[src/rtl/uart_speed_receiver.sv]
// Oversampled 8N1 UART receiver with a two-byte speed-frame depacketizer.
// Header byte {2'b11, hi bits} followed by the low byte rebuilds one speed value.
module uart_speed_receiver #(
    parameter int SYS_FREQ     = 10000000,
    parameter int BAUD_RATE    = 9600,
    parameter int SAMPLE       = 16,
    parameter int BAUD_DVSR    = SYS_FREQ / (SAMPLE * BAUD_RATE),
    parameter int DATA_SIZE    = 8,
    parameter int WIDTH_SPEED  = 14,
    parameter int TIMEOUT_BITS = 20
) (
    input  logic                   clk,
    input  logic                   reset_n,
    input  logic                   serial_data_in,
    output logic [DATA_SIZE-1:0]   rx_data,
    output logic                   rx_valid,
    output logic                   frame_error,
    output logic [WIDTH_SPEED-1:0] speed,
    output logic                   speed_valid,
    output logic                   sync_error
);
    localparam int DW       = $clog2(BAUD_DVSR + 1);
    localparam int TW       = $clog2(SAMPLE);
    localparam int BW       = $clog2(DATA_SIZE);
    localparam int HI_W     = WIDTH_SPEED - DATA_SIZE;
    localparam int TO_TICKS = TIMEOUT_BITS * SAMPLE;
    localparam int TOW      = $clog2(TO_TICKS + 1);

    typedef enum logic [2:0] {L_IDLE, L_START, L_DATA, L_STOP, L_BREAK} line_st_t;
    typedef enum logic {F_WAIT_HDR, F_WAIT_LO} frame_st_t;

    logic                 r_sync1, r_sync2;
    logic [DW-1:0]        r_baud_cnt;
    line_st_t             r_line_st;
    logic [TW-1:0]        r_tick_cnt;
    logic [BW-1:0]        r_bit_idx;
    logic [DATA_SIZE-1:0] r_shift;
    logic [DATA_SIZE-1:0] r_rx_data;
    logic                 r_rx_valid, r_frame_error;
    frame_st_t            r_frame_st;
    logic [HI_W-1:0]      r_hi;
    logic [TOW-1:0]       r_to_cnt;
    logic [WIDTH_SPEED-1:0] r_speed;
    logic                 r_speed_valid, r_sync_error;

    logic w_rx, w_tick, w_start, w_half, w_last;

    assign w_rx    = r_sync2;
    assign w_tick  = (r_baud_cnt == DW'(BAUD_DVSR - 1));
    assign w_start = (r_line_st == L_IDLE) && !w_rx;
    assign w_half  = (r_tick_cnt == TW'(SAMPLE / 2 - 1));
    assign w_last  = (r_tick_cnt == TW'(SAMPLE - 1));

    always_ff @(posedge clk or negedge reset_n) begin
        if (!reset_n) begin
            r_sync1 <= 1'b1;
            r_sync2 <= 1'b1;
        end else begin
            r_sync1 <= serial_data_in;
            r_sync2 <= r_sync1;
        end
    end

    // Restarting on the start edge keeps the mid-bit sample phase aligned to the character.
    always_ff @(posedge clk or negedge reset_n) begin
        if (!reset_n)                r_baud_cnt <= '0;
        else if (w_start || w_tick)  r_baud_cnt <= '0;
        else                         r_baud_cnt <= r_baud_cnt + 1'b1;
    end

    always_ff @(posedge clk or negedge reset_n) begin
        if (!reset_n) begin
            r_line_st     <= L_IDLE;
            r_tick_cnt    <= '0;
            r_bit_idx     <= '0;
            r_shift       <= '0;
            r_rx_data     <= '0;
            r_rx_valid    <= 1'b0;
            r_frame_error <= 1'b0;
        end else begin
            r_rx_valid    <= 1'b0;
            r_frame_error <= 1'b0;
            case (r_line_st)
                L_IDLE: if (!w_rx) begin
                    r_line_st  <= L_START;
                    r_tick_cnt <= '0;
                end
                L_START: if (w_tick) begin
                    if (w_half) begin
                        r_tick_cnt <= '0;
                        r_bit_idx  <= '0;
                        r_line_st  <= w_rx ? L_IDLE : L_DATA;
                    end else begin
                        r_tick_cnt <= r_tick_cnt + 1'b1;
                    end
                end
                L_DATA: if (w_tick) begin
                    if (w_last) begin
                        r_tick_cnt <= '0;
                        r_shift    <= {w_rx, r_shift[DATA_SIZE-1:1]};
                        if (r_bit_idx == BW'(DATA_SIZE - 1)) r_line_st <= L_STOP;
                        else                                 r_bit_idx <= r_bit_idx + 1'b1;
                    end else begin
                        r_tick_cnt <= r_tick_cnt + 1'b1;
                    end
                end
                L_STOP: if (w_tick) begin
                    if (w_last) begin
                        r_tick_cnt <= '0;
                        if (w_rx) begin
                            r_rx_data  <= r_shift;
                            r_rx_valid <= 1'b1;
                            r_line_st  <= L_IDLE;
                        end else begin
                            r_frame_error <= 1'b1;
                            r_line_st     <= L_BREAK;
                        end
                    end else begin
                        r_tick_cnt <= r_tick_cnt + 1'b1;
                    end
                end
                L_BREAK: if (w_rx) r_line_st <= L_IDLE;
                default: r_line_st <= L_IDLE;
            endcase
        end
    end

    // A byte arriving in the same clk as the timeout takes priority over the drop.
    always_ff @(posedge clk or negedge reset_n) begin
        if (!reset_n) begin
            r_frame_st    <= F_WAIT_HDR;
            r_hi          <= '0;
            r_to_cnt      <= '0;
            r_speed       <= '0;
            r_speed_valid <= 1'b0;
            r_sync_error  <= 1'b0;
        end else begin
            r_speed_valid <= 1'b0;
            r_sync_error  <= 1'b0;
            case (r_frame_st)
                F_WAIT_HDR: if (r_rx_valid && (r_rx_data[DATA_SIZE-1 -: 2] == 2'b11)) begin
                    r_hi       <= r_rx_data[HI_W-1:0];
                    r_to_cnt   <= '0;
                    r_frame_st <= F_WAIT_LO;
                end
                F_WAIT_LO: begin
                    if (r_rx_valid) begin
                        r_speed       <= {r_hi, r_rx_data};
                        r_speed_valid <= 1'b1;
                        r_frame_st    <= F_WAIT_HDR;
                    end else if (r_frame_error ||
                                 (w_tick && (r_to_cnt == TOW'(TO_TICKS - 1)))) begin
                        r_sync_error <= 1'b1;
                        r_frame_st   <= F_WAIT_HDR;
                    end else if (w_tick) begin
                        r_to_cnt <= r_to_cnt + 1'b1;
                    end
                end
                default: r_frame_st <= F_WAIT_HDR;
            endcase
        end
    end

    assign rx_data     = r_rx_data;
    assign rx_valid    = r_rx_valid;
    assign frame_error = r_frame_error;
    assign speed       = r_speed;
    assign speed_valid = r_speed_valid;
    assign sync_error  = r_sync_error;
endmodule

[config.mk]
export PLATFORM = sky130hd
export DESIGN_NAME = uart_speed_receiver
export DESIGN_NICKNAME = d
export VERILOG_FILES = /design/src/rtl/uart_speed_receiver.sv
export SDC_FILE = /design/constraint.sdc
export NUM_CORES = 1
export LEC_CHECK = 0
export ABC_AREA = 1
export CAP_MARGIN = 20
export CORE_ASPECT_RATIO = 1.5
export CORE_MARGIN = 4
export CORE_UTILIZATION = 57
export DETAILED_ROUTE_END_ITERATION = 10
export PLACE_DENSITY = 0.79
export RECOVER_POWER = 100
export REMOVE_ABC_BUFFERS = 1
export SLEW_MARGIN = 20
export SYNTH_ARGS = -nofsm -noshare
export SYNTH_HDL_FRONTEND = slang
export SYNTH_SLANG_ARGS = --single-unit
[constraint.sdc]
create_clock -name clk -period 1.6 [get_ports clk]
set_input_delay 0.16 -clock clk [delete_from_list [all_inputs] [get_ports clk]]
set_output_delay 0.16 -clock clk [all_outputs]
set_load 0.01 [all_outputs]
==> results.sh <==
export IMPL_status="finished, final reports clean"
export IMPL_die_y_um=99.96
export IMPL_clk_pin_slew_ns=0.08
export IMPL_ios=29
export IMPL_rsz0062_at_grt="true"
export IMPL_clkSinkCount=69
export IMPL_synth_avg_cell_area_um2=8.827
export IMPL_rows=33
export IMPL_seqCellArea_um2=1732
export IMPL_dp_hpwl_um=4286
export IMPL_portBuffers=28
export IMPL_hold_path_class="in -> reg"
export IMPL_yosysUniqueCellTypes=34
export IMPL_stdcell_count=489
export IMPL_fin_skew_ns=0.01091
export IMPL_fp_dieW_um=69.30
export IMPL_grt_ovfl_total=0
export IMPL_critical_path_top_delay_family="simple AND/OR/NAND/NOR gates"
export IMPL_numCtsBuffers=9
export IMPL_worst_path_max_delay_cell="dfrtp_1"
export IMPL_htree_levels=3
export IMPL_cts_buffer_depth=2
export IMPL_post_route_period_util=0.9616
export IMPL_track_usage=0.1926
export IMPL_tritoncts="done"
export IMPL_multi_input_area_um2=1356
export IMPL_critPathArrivalTime_ns=1.78
export IMPL_yosysWarnings=0
export IMPL_synth_seq_cells=69
export IMPL_preCtsSetupSlack_ns=-0.009323
export IMPL_fin_crit_ns=1.539
export IMPL_cts_root_buf="clkbuf_8"
export IMPL_post_drt_wl_per_cell_um=12.69
export IMPL_design_die_area_um2=6927
export IMPL_drive_above_1_share=0.1766
export IMPL_hold_viol=0
export IMPL_peakVddDrop_v=0.0007128
export IMPL_firstDrtPassIters=4
export IMPL_cp_max_fo=5
export IMPL_worstPathRequired_ns=1.84
export IMPL_diodes=0
export IMPL_cp_cell_sequence="ha_1 > nand2_1 > inv_2 > nand2_1 > nand2_2 > nand2_2 > nor2_1 > nand2_2 > nand2_1 > o21ai_1"
export IMPL_slew_headroom=0.3966
export IMPL_placed_cells=464
export IMPL_fin_ws_ns=0.06148
export IMPL_grt_max_degree=70
export IMPL_synth_main_ff_cell="dfrtp_1"
export IMPL_leakage_nw=1.842
export IMPL_synth_area_um2=3213
export IMPL_end_kind="register"
export IMPL_finalMaxSlewViolations=0
export IMPL_start_util=0.5895
export IMPL_grt_pass1_wl_um=10670
export IMPL_fmaxAchievable_mhz=650.0
export IMPL_core_um2=5450
export IMPL_max_cap_violations=0
export IMPL_final_nets=423
export IMPL_grt_pass1_vias=2497
export IMPL_critPathBufInv=1
export IMPL_syn_inst=364
export IMPL_start_kind="register"
export IMPL_p_per_area_nw_per_um2=851.7
export IMPL_vias_per_cell=5.135
export IMPL_antenna_found_initial=0
export IMPL_synth_edf_count=0
export IMPL_fin_tns_setup_ns=0
export IMPL_wl_um=6204
export IMPL_finalSetupViolations=0
export IMPL_tightest_slew_ns=0.9052
export IMPL_clkLatencyLatePin_ns=0.35
export IMPL_routabilityCongestion=0.9141
export IMPL_antenna_left=0
export IMPL_final_util=0.7234
export IMPL_area_growth_pct=22.70
export IMPL_seq_area_frac_synth=0.5382
export IMPL_synthArstFlopShare=1.000
export IMPL_slowest_delay_ns=0.40
export IMPL_drt_initial_drc_count=149
export IMPL_worstSetupPathType="reg -> reg"
export IMPL_fillerInstances=416
export IMPL_drcViolationCount=0
export IMPL_via_count=2511
layout by cell type, fill, tap and decap left out, types with 5 or more instances in the layout:
cell type | synthesis | routed
nand2_1 | 112 | 112
dfrtp_1 | 67 | 65
inv_1 | 38 | 35
clkdlybuf4s50_1 | 0 | 26
nand3_1 | 23 | 23
nor2_1 | 22 | 22
o21ai_0 | 17 | 17
o21ai_1 | 14 | 14
nand2_2 | 9 | 9
clkbuf_8 | 0 | 9
buf_4 | 0 | 9
o21ai_2 | 8 | 8
ha_1 | 6 | 6
a21oi_1 | 5 | 5
nor3_1 | 5 | 5
registers in the layout (all words and copies together), names as in the netlist:
| signal | count |
|---|---|
| speed | 14 |
| r_sync2 | 1 |
| r_tick_cnt | 4 |
| rx_data | 8 |
| r_to_cnt | 9 |
| r_frame_st | 1 |
| r_baud_cnt | 7 |
| speed_valid | 1 |
| r_line_st | 3 |
| r_shift | 8 |
| r_bit_idx | 3 |
| rx_valid | 1 |
| frame_error | 1 |
| r_sync1 | 1 |
| r_hi | 6 |
| sync_error | 1 |
logic make-up after synthesis:
family	synth area share
buf+inv	0.05724
simple gates	0.2804
fa+ha+maj	0.02336
flops	0.5382
compound gates	0.08723
xor+xnor	0.01363
layout make-up:
class	count	area share
Sequential cell	69	0.4392
Multi-Input combinational cell	251	0.3440
Timing Repair Buffer	43	0.1003
Inverter	40	0.03808
Clock buffer	9	0.03142
Clock inverter	7	0.02475
Tap cell	70	0.02222
synthesized netlist by cell type (3+ instances only):
| master | count | share of area |
|---|---|---|
| buf_2 | 3 | 0.0047 |
| a21oi_1 | 5 | 0.0078 |
| o21ai_0 | 17 | 0.026 |
| xor2_1 | 3 | 0.0082 |
| nand2_1 | 112 | 0.13 |
| nor2_2 | 6 | 0.012 |
| o21ai_1 | 14 | 0.022 |
| inv_1 | 38 | 0.044 |
| nor2_1 | 22 | 0.026 |
| nand2_2 | 9 | 0.018 |
| dfrtp_1 | 67 | 0.52 |
| ha_1 | 6 | 0.023 |
| nand3_1 | 23 | 0.036 |
| o21ai_2 | 8 | 0.022 |
| nor3_1 | 5 | 0.0078 |
metal layers:
layer  up-vias  part of all wire  GRT usage
met5         -                 0          0
met4         0             0.021     0.1128
met3        11             0.027    0.03507
met2        36              0.53     0.3412
met1      1198              0.42     0.2155
li1       1266                 -          -
path summary, 6_finish.rpt:
kind	start	end	slack, ns	cells past startpoint
max	r_tick_cnt[0]	r_bit_idx[1]	0.06	10
min	serial_data_in	r_sync1	0.35	1
max reg2reg	r_tick_cnt[0]	r_bit_idx[1]	0.06	10
min reg2reg	r_sync1	r_sync2	0.36	0
max in group asynchronous	reset_n	r_line_st[2]	0.37	3
min in group asynchronous	reset_n	r_to_cnt[7]	0.59	3
metrics by stage:
stage	cell area, um2	power, W	hold WS (ns)
final	3943	0.003358	0.3542
after global routing	3943	0.003460	0.3613
after CTS	3862	0.003395	0.2012
after detailed placement	3615	0.001831	0.2106
after global placement	3615	0.001830	0.2020
after floorplan	3179	0.001786	-0.1356
power by group:
| part | switching [W] | internal, W | leakage [nW] |
|---|---|---|---|
| Sequential | 0.00000244 | 0.00175 | 0.939 |
| Combinational | 0.0000349 | 0.00000615 | 0.797 |
| Clock | 0.000686 | 0.000881 | 0.106 |
| Total | 0.000723 | 0.00264 | 1.84 |
timing repair:
item | CTS | global route
gates resized for setup | 1 | 11
endpoints found under the setup margin | 2 | 33
cloned | 0 | 2
buffers inserted | 2 | 4
pin swaps | 0 | 6
hold buffers | 1 | 0
endpoints found under the hold margin | 67 | 0
Power figures use the tool's default switching activity.
